<file path="config.mk">
export PLATFORM = sky130hd
export DESIGN_NAME = sim_run_monitor
export DESIGN_NICKNAME = d
export VERILOG_FILES = /design/src/rtl/sim_monitor_pkg.sv /design/src/rtl/write_log_fifo.sv /design/src/rtl/sim_run_monitor.sv
export SDC_FILE = /design/constraint.sdc
export NUM_CORES = 1
export LEC_CHECK = 0
export CORE_MARGIN = 2
export CORE_UTILIZATION = 60
export CTS_CLUSTER_DIAMETER = 200
export DETAILED_ROUTE_END_ITERATION = 7
export PLACE_DENSITY = 0.88
export REMOVE_ABC_BUFFERS = 1
export SYNTH_ARGS = -nofsm -noshare
export SYNTH_HDL_FRONTEND = slang
export SYNTH_HIERARCHICAL = 1
export SYNTH_SLANG_ARGS = --single-unit
export TNS_END_PERCENT = 5
</file>
<file path="constraint.sdc">
create_clock -name clk -period 15.88 [get_ports clk]
set_clock_uncertainty 0.2 [all_clocks]
set_input_delay 1.588 -clock clk [delete_from_list [all_inputs] [get_ports clk]]
set_output_delay 1.588 -clock clk [all_outputs]
set_load 0.02 [all_outputs]
</file>
<file path="src/rtl/sim_monitor_pkg.sv">
// Shared types and status codes for the run controller / bus monitor.
package sim_monitor_pkg;

    typedef enum logic [2:0] {
        S_HOLD    = 3'd0,
        S_RUN     = 3'd1,
        S_PASS    = 3'd2,
        S_FAIL    = 3'd3,
        S_TIMEOUT = 3'd4
    } run_state_t;

    localparam logic [2:0] STATUS_HOLD    = 3'd0;
    localparam logic [2:0] STATUS_RUN     = 3'd1;
    localparam logic [2:0] STATUS_PASS    = 3'd2;
    localparam logic [2:0] STATUS_FAIL    = 3'd3;
    localparam logic [2:0] STATUS_TIMEOUT = 3'd4;

    // Log record at the default 32-bit bus widths.
    typedef struct packed {
        logic [31:0] addr;
        logic [31:0] data;
    } log_entry_t;

endpackage

</file>
<file path="src/rtl/write_log_fifo.sv">
// Show-ahead synchronous FIFO; a push while full is accepted only if a pop frees a slot on the same edge.
module write_log_fifo #(
    parameter int DEPTH = 16,
    parameter int WIDTH = 64
) (
    input  logic                     clk,
    input  logic                     rst_n,
    input  logic                     i_push,
    input  logic                     i_pop,
    input  logic [WIDTH-1:0]         i_data,
    output logic [WIDTH-1:0]         o_head,
    output logic                     o_full,
    output logic                     o_empty,
    output logic [$clog2(DEPTH):0]   o_count
);
    localparam int AW = $clog2(DEPTH);
    localparam logic [AW:0] FULL_CNT = (AW+1)'(DEPTH);

    logic [WIDTH-1:0] r_mem [DEPTH];
    logic [AW-1:0]    r_wr_ptr;
    logic [AW-1:0]    r_rd_ptr;
    logic [AW:0]      r_count;
    logic             w_pop;
    logic             w_push;

    assign o_full  = (r_count == FULL_CNT);
    assign o_empty = (r_count == '0);
    assign o_count = r_count;
    assign o_head  = r_mem[r_rd_ptr];

    assign w_pop  = i_pop && !o_empty;
    assign w_push = i_push && (!o_full || w_pop);

    always_ff @(posedge clk or negedge rst_n) begin
        if (!rst_n) begin
            r_wr_ptr <= '0;
            r_rd_ptr <= '0;
            r_count  <= '0;
        end else begin
            if (w_push) r_wr_ptr <= r_wr_ptr + AW'(1);
            if (w_pop)  r_rd_ptr <= r_rd_ptr + AW'(1);
            case ({w_push, w_pop})
                2'b10:   r_count <= r_count + (AW+1)'(1);
                2'b01:   r_count <= r_count - (AW+1)'(1);
                default: r_count <= r_count;
            endcase
        end
    end

    // Storage is not reset; validity is tracked entirely by the pointers.
    always_ff @(posedge clk) begin
        if (w_push) r_mem[r_wr_ptr] <= i_data;
    end

endmodule

</file>
<file path="src/rtl/sim_run_monitor.sv">
// Core reset sequencer, watchdog and data-memory write monitor with a readable write log.
module sim_run_monitor
    import sim_monitor_pkg::*;
#(
    parameter int                 DATA_W         = 32,
    parameter int                 ADDR_W         = 32,
    parameter int                 RESET_CYCLES   = 2,
    parameter int                 TIMEOUT_CYCLES = 1000,
    parameter logic [ADDR_W-1:0]  PASS_ADDR      = 32'h64,
    parameter logic [DATA_W-1:0]  PASS_DATA      = 32'd7,
    parameter int                 LOG_DEPTH      = 16,
    parameter int                 CNT_W          = 32
) (
    input  logic                         clk,
    input  logic                         reset_n,
    output logic                         core_reset,
    input  logic                         mem_write,
    input  logic [ADDR_W-1:0]            data_adr,
    input  logic [DATA_W-1:0]            write_data,
    input  logic                         log_rd_en,
    output logic                         log_valid,
    output logic [ADDR_W-1:0]            log_addr,
    output logic [DATA_W-1:0]            log_data,
    output logic [$clog2(LOG_DEPTH):0]   log_count,
    output logic                         log_overflow,
    output logic                         done,
    output logic                         pass,
    output logic [2:0]                   status,
    output logic [CNT_W-1:0]             cycle_count,
    output logic [CNT_W-1:0]             write_count
);
    localparam int HOLD_W  = $clog2(RESET_CYCLES + 1);
    localparam int ENTRY_W = ADDR_W + DATA_W;

    run_state_t         r_state;
    logic [HOLD_W-1:0]  r_hold_cnt;
    logic               r_core_reset;
    logic               r_done;
    logic               r_pass;
    logic               r_overflow;
    logic [2:0]         r_status;
    logic [CNT_W-1:0]   r_cycle_cnt;
    logic [CNT_W-1:0]   r_write_cnt;

    logic               w_run;
    logic               w_push;
    logic               w_hit_addr;
    logic               w_pass_wr;
    logic               w_fail_wr;
    logic               w_timeout;
    logic               w_full;
    logic               w_empty;
    logic [ENTRY_W-1:0] w_head;

    assign w_run      = (r_state == S_RUN);
    assign w_push     = w_run && mem_write;
    assign w_hit_addr = (data_adr == PASS_ADDR);
    assign w_pass_wr  = w_push && w_hit_addr && (write_data == PASS_DATA);
    assign w_fail_wr  = w_push && w_hit_addr && (write_data != PASS_DATA);
    assign w_timeout  = w_run && (r_cycle_cnt == CNT_W'(TIMEOUT_CYCLES - 1));

    write_log_fifo #(
        .DEPTH (LOG_DEPTH),
        .WIDTH (ENTRY_W)
    ) u_log (
        .clk     (clk),
        .rst_n   (reset_n),
        .i_push  (w_push),
        .i_pop   (log_rd_en),
        .i_data  ({data_adr, write_data}),
        .o_head  (w_head),
        .o_full  (w_full),
        .o_empty (w_empty),
        .o_count (log_count)
    );

    always_ff @(posedge clk or negedge reset_n) begin
        if (!reset_n) begin
            r_state      <= S_HOLD;
            r_hold_cnt   <= '0;
            r_core_reset <= 1'b1;
            r_done       <= 1'b0;
            r_pass       <= 1'b0;
            r_overflow   <= 1'b0;
            r_status     <= STATUS_HOLD;
            r_cycle_cnt  <= '0;
            r_write_cnt  <= '0;
        end else begin
            // A full log only drops the write when no pop frees a slot that edge.
            if (w_push && w_full && !log_rd_en) r_overflow <= 1'b1;

            case (r_state)
                S_HOLD: begin
                    if (r_hold_cnt == HOLD_W'(RESET_CYCLES - 1)) begin
                        r_state      <= S_RUN;
                        r_core_reset <= 1'b0;
                        r_status     <= STATUS_RUN;
                    end else begin
                        r_hold_cnt <= r_hold_cnt + HOLD_W'(1);
                    end
                end
                S_RUN: begin
                    r_cycle_cnt <= r_cycle_cnt + CNT_W'(1);
                    if (w_push && (r_write_cnt != {CNT_W{1'b1}}))
                        r_write_cnt <= r_write_cnt + CNT_W'(1);

                    // Terminal write outranks the watchdog on the same edge.
                    if (w_pass_wr) begin
                        r_state      <= S_PASS;
                        r_status     <= STATUS_PASS;
                        r_pass       <= 1'b1;
                        r_done       <= 1'b1;
                        r_core_reset <= 1'b1;
                    end else if (w_fail_wr) begin
                        r_state      <= S_FAIL;
                        r_status     <= STATUS_FAIL;
                        r_done       <= 1'b1;
                        r_core_reset <= 1'b1;
                    end else if (w_timeout) begin
                        r_state      <= S_TIMEOUT;
                        r_status     <= STATUS_TIMEOUT;
                        r_done       <= 1'b1;
                        r_core_reset <= 1'b1;
                    end
                end
                default: begin
                    r_state <= r_state;
                end
            endcase
        end
    end

    assign core_reset   = r_core_reset;
    assign done         = r_done;
    assign pass         = r_pass;
    assign status       = r_status;
    assign cycle_count  = r_cycle_cnt;
    assign write_count  = r_write_cnt;
    assign log_overflow = r_overflow;
    assign log_valid    = !w_empty;
    assign log_addr     = w_head[ENTRY_W-1:DATA_W];
    assign log_data     = w_head[DATA_W-1:0];

endmodule

</file>
==> results.json <==
{
  "status": "complete, no violations",
  "end_kind": "output pin",
  "drtIter0Drc": 2832,
  "grt_max_degree": 155,
  "synth_cells": 2009,
  "async_flop_share_pct": 7.75,
  "drv_slew": 0,
  "portBuffers": 208,
  "first_global_vias": 23700,
  "leakage_nw": 16.2,
  "synth_edf_count": 1024,
  "hpwl_um": 53900,
  "cts_sinks": 1110,
  "rsz0062_at_grt": "no",
  "final_cell_mix": "edfxtp_1, mux4_2, clkdlybuf4s50_1",
  "ctsResizeCount": 0,
  "rows": 97,
  "grt-ovfl-total": 0,
  "critPathSlowestCell": "dfrtp_4",
  "track_usage_pct": 30.6,
  "finalSetupViolCount": 0,
  "r2r_slack_ns": 11.48,
  "wirelength_um": 111000,
  "fin_cells": 3306,
  "ys_ff_latch": 1110,
  "hold_path_class": "register to register",
  "power.density_nw_per_um2": 181,
  "crit_chain": "buf_4 > buf_4 > mux4_2 > a22oi_1 > nand2_1 > clkdlybuf4s50_1",
  "ctsHoldBuffers": 0,
  "gp_congestion": 0.853,
  "ir_worst_vdd_mv": 0.167,
  "worstSetupStartpointType": "register",
  "drv_cap": 0,
  "max_stage_delay_ns": 1.05,
  "layout_commonest_cell": "edfxtp_1",
  "synthFlopType": "edfxtp_1",
  "p_total_mw": 8.94,
  "crit_type": "register to output pin",
  "drc": 0,
  "max-slew-margin-rel_pct": 16.5,
  "htree_levels": 3,
  "clock_latency_ns": 0.68,
  "post_cts_buffers": 0,
  "wl_per_cell_um": 33.6,
  "cp_max_fo": 56,
  "required_ns": 14.09,
  "hold_slack_ns": 0.270,
  "clockBufferDepth": 3,
  "fmax_ghz": 0.139,
  "avgSynthCellArea_um2": 21.3,
  "dpl_cell_area_um2": 45900,
  "antenna_found_initial": 10,
  "dpl.cell_count": 3098,
  "synthDistinctLibCells": 58,
  "hold_viol_final": 0,
  "layout-drive-gt1-share_pct": 20.5,
  "start_util_pct": 60.8,
  "netlist_area_um2": 42700,
  "layout_min_cycle_time_ns": 7.19,
  "ys_warn_count": 6,
  "firstDrtPassIters": 5,
  "vias_per_cell": 6.89,
  "core_area_um2": 70300,
  "final_area_um2": 49500,
  "root_buffer": "clkbuf_16",
  "grt_pass1_wl_um": 161000,
  "worstMarginPinSlew_ns": 1.24,
  "die_w_um": 271,
  "nets": 2347,
  "die-area_um2": 73400,
  "fin_crit_sh_pct": 45.3,
  "worstPathArrival_ns": 5.40,
  "synth-seq-area-share_pct": 77.0,
  "ant_nets": 0,
  "fp.dieH_um": 271,
  "vias": 22800,
  "cts_tree": "yes",
  "crit_top_cell": "buf_4",
  "fin_setup_tns_ns": 0,
  "areaGrowthSynthToFinish_pct": 15.8,
  "ios": 209,
  "cts_buffers": 107,
  "clk_pin_slew_ns": 0.06
}
==> flip-flops by register name, indices dropped and copies added, names as in the netlist <==
signal          cells
done                1
u_log/o_count       5
u_log/r_mem      1024
u_log/r_wr_ptr      4
r_hold_cnt          2
cycle_count        32
log_overflow        1
core_reset          1
write_count        32
status              3
u_log/r_rd_ptr      4
pass                1
==> where the power goes <==
group	leakage [nW]	internal, mW	switching (mW)
Combinational	4.09	1.16	1.52
Sequential	10.4	3.50	0.185
Clock	1.74	1.48	1.10
Total	16.2	6.14	2.80
==> path summary, 6_finish.rpt <==
check,from,endpoint,cells past startpoint
setup reg to reg,status[0]$_DFFE_PN0P_,u_log/r_mem[1][10]$_DFFE_PP_,6
setup / recovery,u_log/r_rd_ptr[0]$_DFFE_PN0N_,log_data[4],6
hold / removal,pass$_DFFE_PN0P_,pass$_DFFE_PN0P_,1
min in group asynchronous,reset_n,cycle_count[31]$_DFFE_PN0P_,1
max in group asynchronous,reset_n,u_log/r_rd_ptr[0]$_DFFE_PN0N_,2
hold reg to reg,pass$_DFFE_PN0P_,pass$_DFFE_PN0P_,1
==> cells by family (layout without fill, tap and decap cells) <==
logic type / after synthesis / in the layout / synth area share [%]
buffers and inverters: 109 / 460 / 1.32
other: 0 / 6 / 0
adder cells (fa/ha/maj): 12 / 12 / 0.369
flip-flops: 1110 / 1110 / 77.0
AND/OR/NAND/NOR: 297 / 297 / 3.59
multiplexers: 263 / 263 / 13.7
XOR/XNOR: 71 / 71 / 1.47
AO/OA/AOI/OAI: 147 / 147 / 2.58
==> metal layers <==
metal	track usage (%)	vias up	share of wire, %
li1	-	8902	-
met4	13.4	12	4.0
met5	0	-	0.066
met1	39.1	11900	34
met2	51.3	1720	51
met3	6.59	285	10
==> cell type report <==
| cell class | count | area (µm²) |
|---|---|---|
| Antenna cell | 6 | 15.0 |
| Clock inverter | 65 | 682 |
| Tap cell | 940 | 1180 |
| Clock buffer | 137 | 2880 |
| Multi-Input combinational cell | 790 | 9400 |
| Inverter | 14 | 52.6 |
| Timing Repair Buffer | 244 | 2360 |
| Fill cell | 3807 | 20800 |
| Sequential cell | 1110 | 32900 |
==> synthesized netlist by cell type, types with 2 or more instances <==
cell type | number | area share (%)
nor3b_1 | 2 | 0.035
nor2_1 | 38 | 0.33
edfxtp_1 | 1024 | 72
xnor2_1 | 35 | 0.72
dfrtp_1 | 85 | 5.0
a21oi_1 | 3 | 0.035
mux2i_1 | 3 | 0.070
a32o_1 | 2 | 0.047
mux4_2 | 256 | 13
nor4b_1 | 2 | 0.041
nor4bb_1 | 2 | 0.047
buf_4 | 15 | 0.26
nor3_1 | 20 | 0.23
nand4_1 | 21 | 0.31
a22oi_1 | 128 | 2.2
ha_1 | 11 | 0.32
buf_6 | 11 | 0.29
nor2b_1 | 3 | 0.044
clkbuf_1 | 33 | 0.29
or2_2 | 2 | 0.029
nand2_1 | 109 | 0.96
nand3b_1 | 2 | 0.035
buf_1 | 24 | 0.21
and3_1 | 10 | 0.15
mux2_2 | 4 | 0.11
nand4bb_1 | 2 | 0.053
and2_1 | 5 | 0.073
xor2_1 | 35 | 0.72
and4_1 | 4 | 0.082
nand3_1 | 28 | 0.33
o211ai_1 | 2 | 0.035
o21ai_0 | 2 | 0.023
nor4_1 | 28 | 0.41
nand2b_1 | 9 | 0.13
buf_2 | 12 | 0.14
nor4_4 | 2 | 0.10
inv_1 | 14 | 0.12
==> critical path, delay by kind of cell, from the launching register on <==
kind	cells	cell delay (ns)
multiplexers	1	0.62
AND/OR/NAND/NOR	1	0.16
flip-flops	1	1.05
AO/OA/AOI/OAI	1	0.26
buffers and inverters	3	2.47
==> per-stage QoR <==
step                      setup slack [ns]  util [%]
after floorplan                       3.16         -
after global placement                9.50      65.3
after detailed placement              9.44      65.3
after CTS                             8.54      70.4
after global routing                  8.27      70.4
final                                 8.69      70.4
No activity file was read; power rests on OpenSTA's default activity.
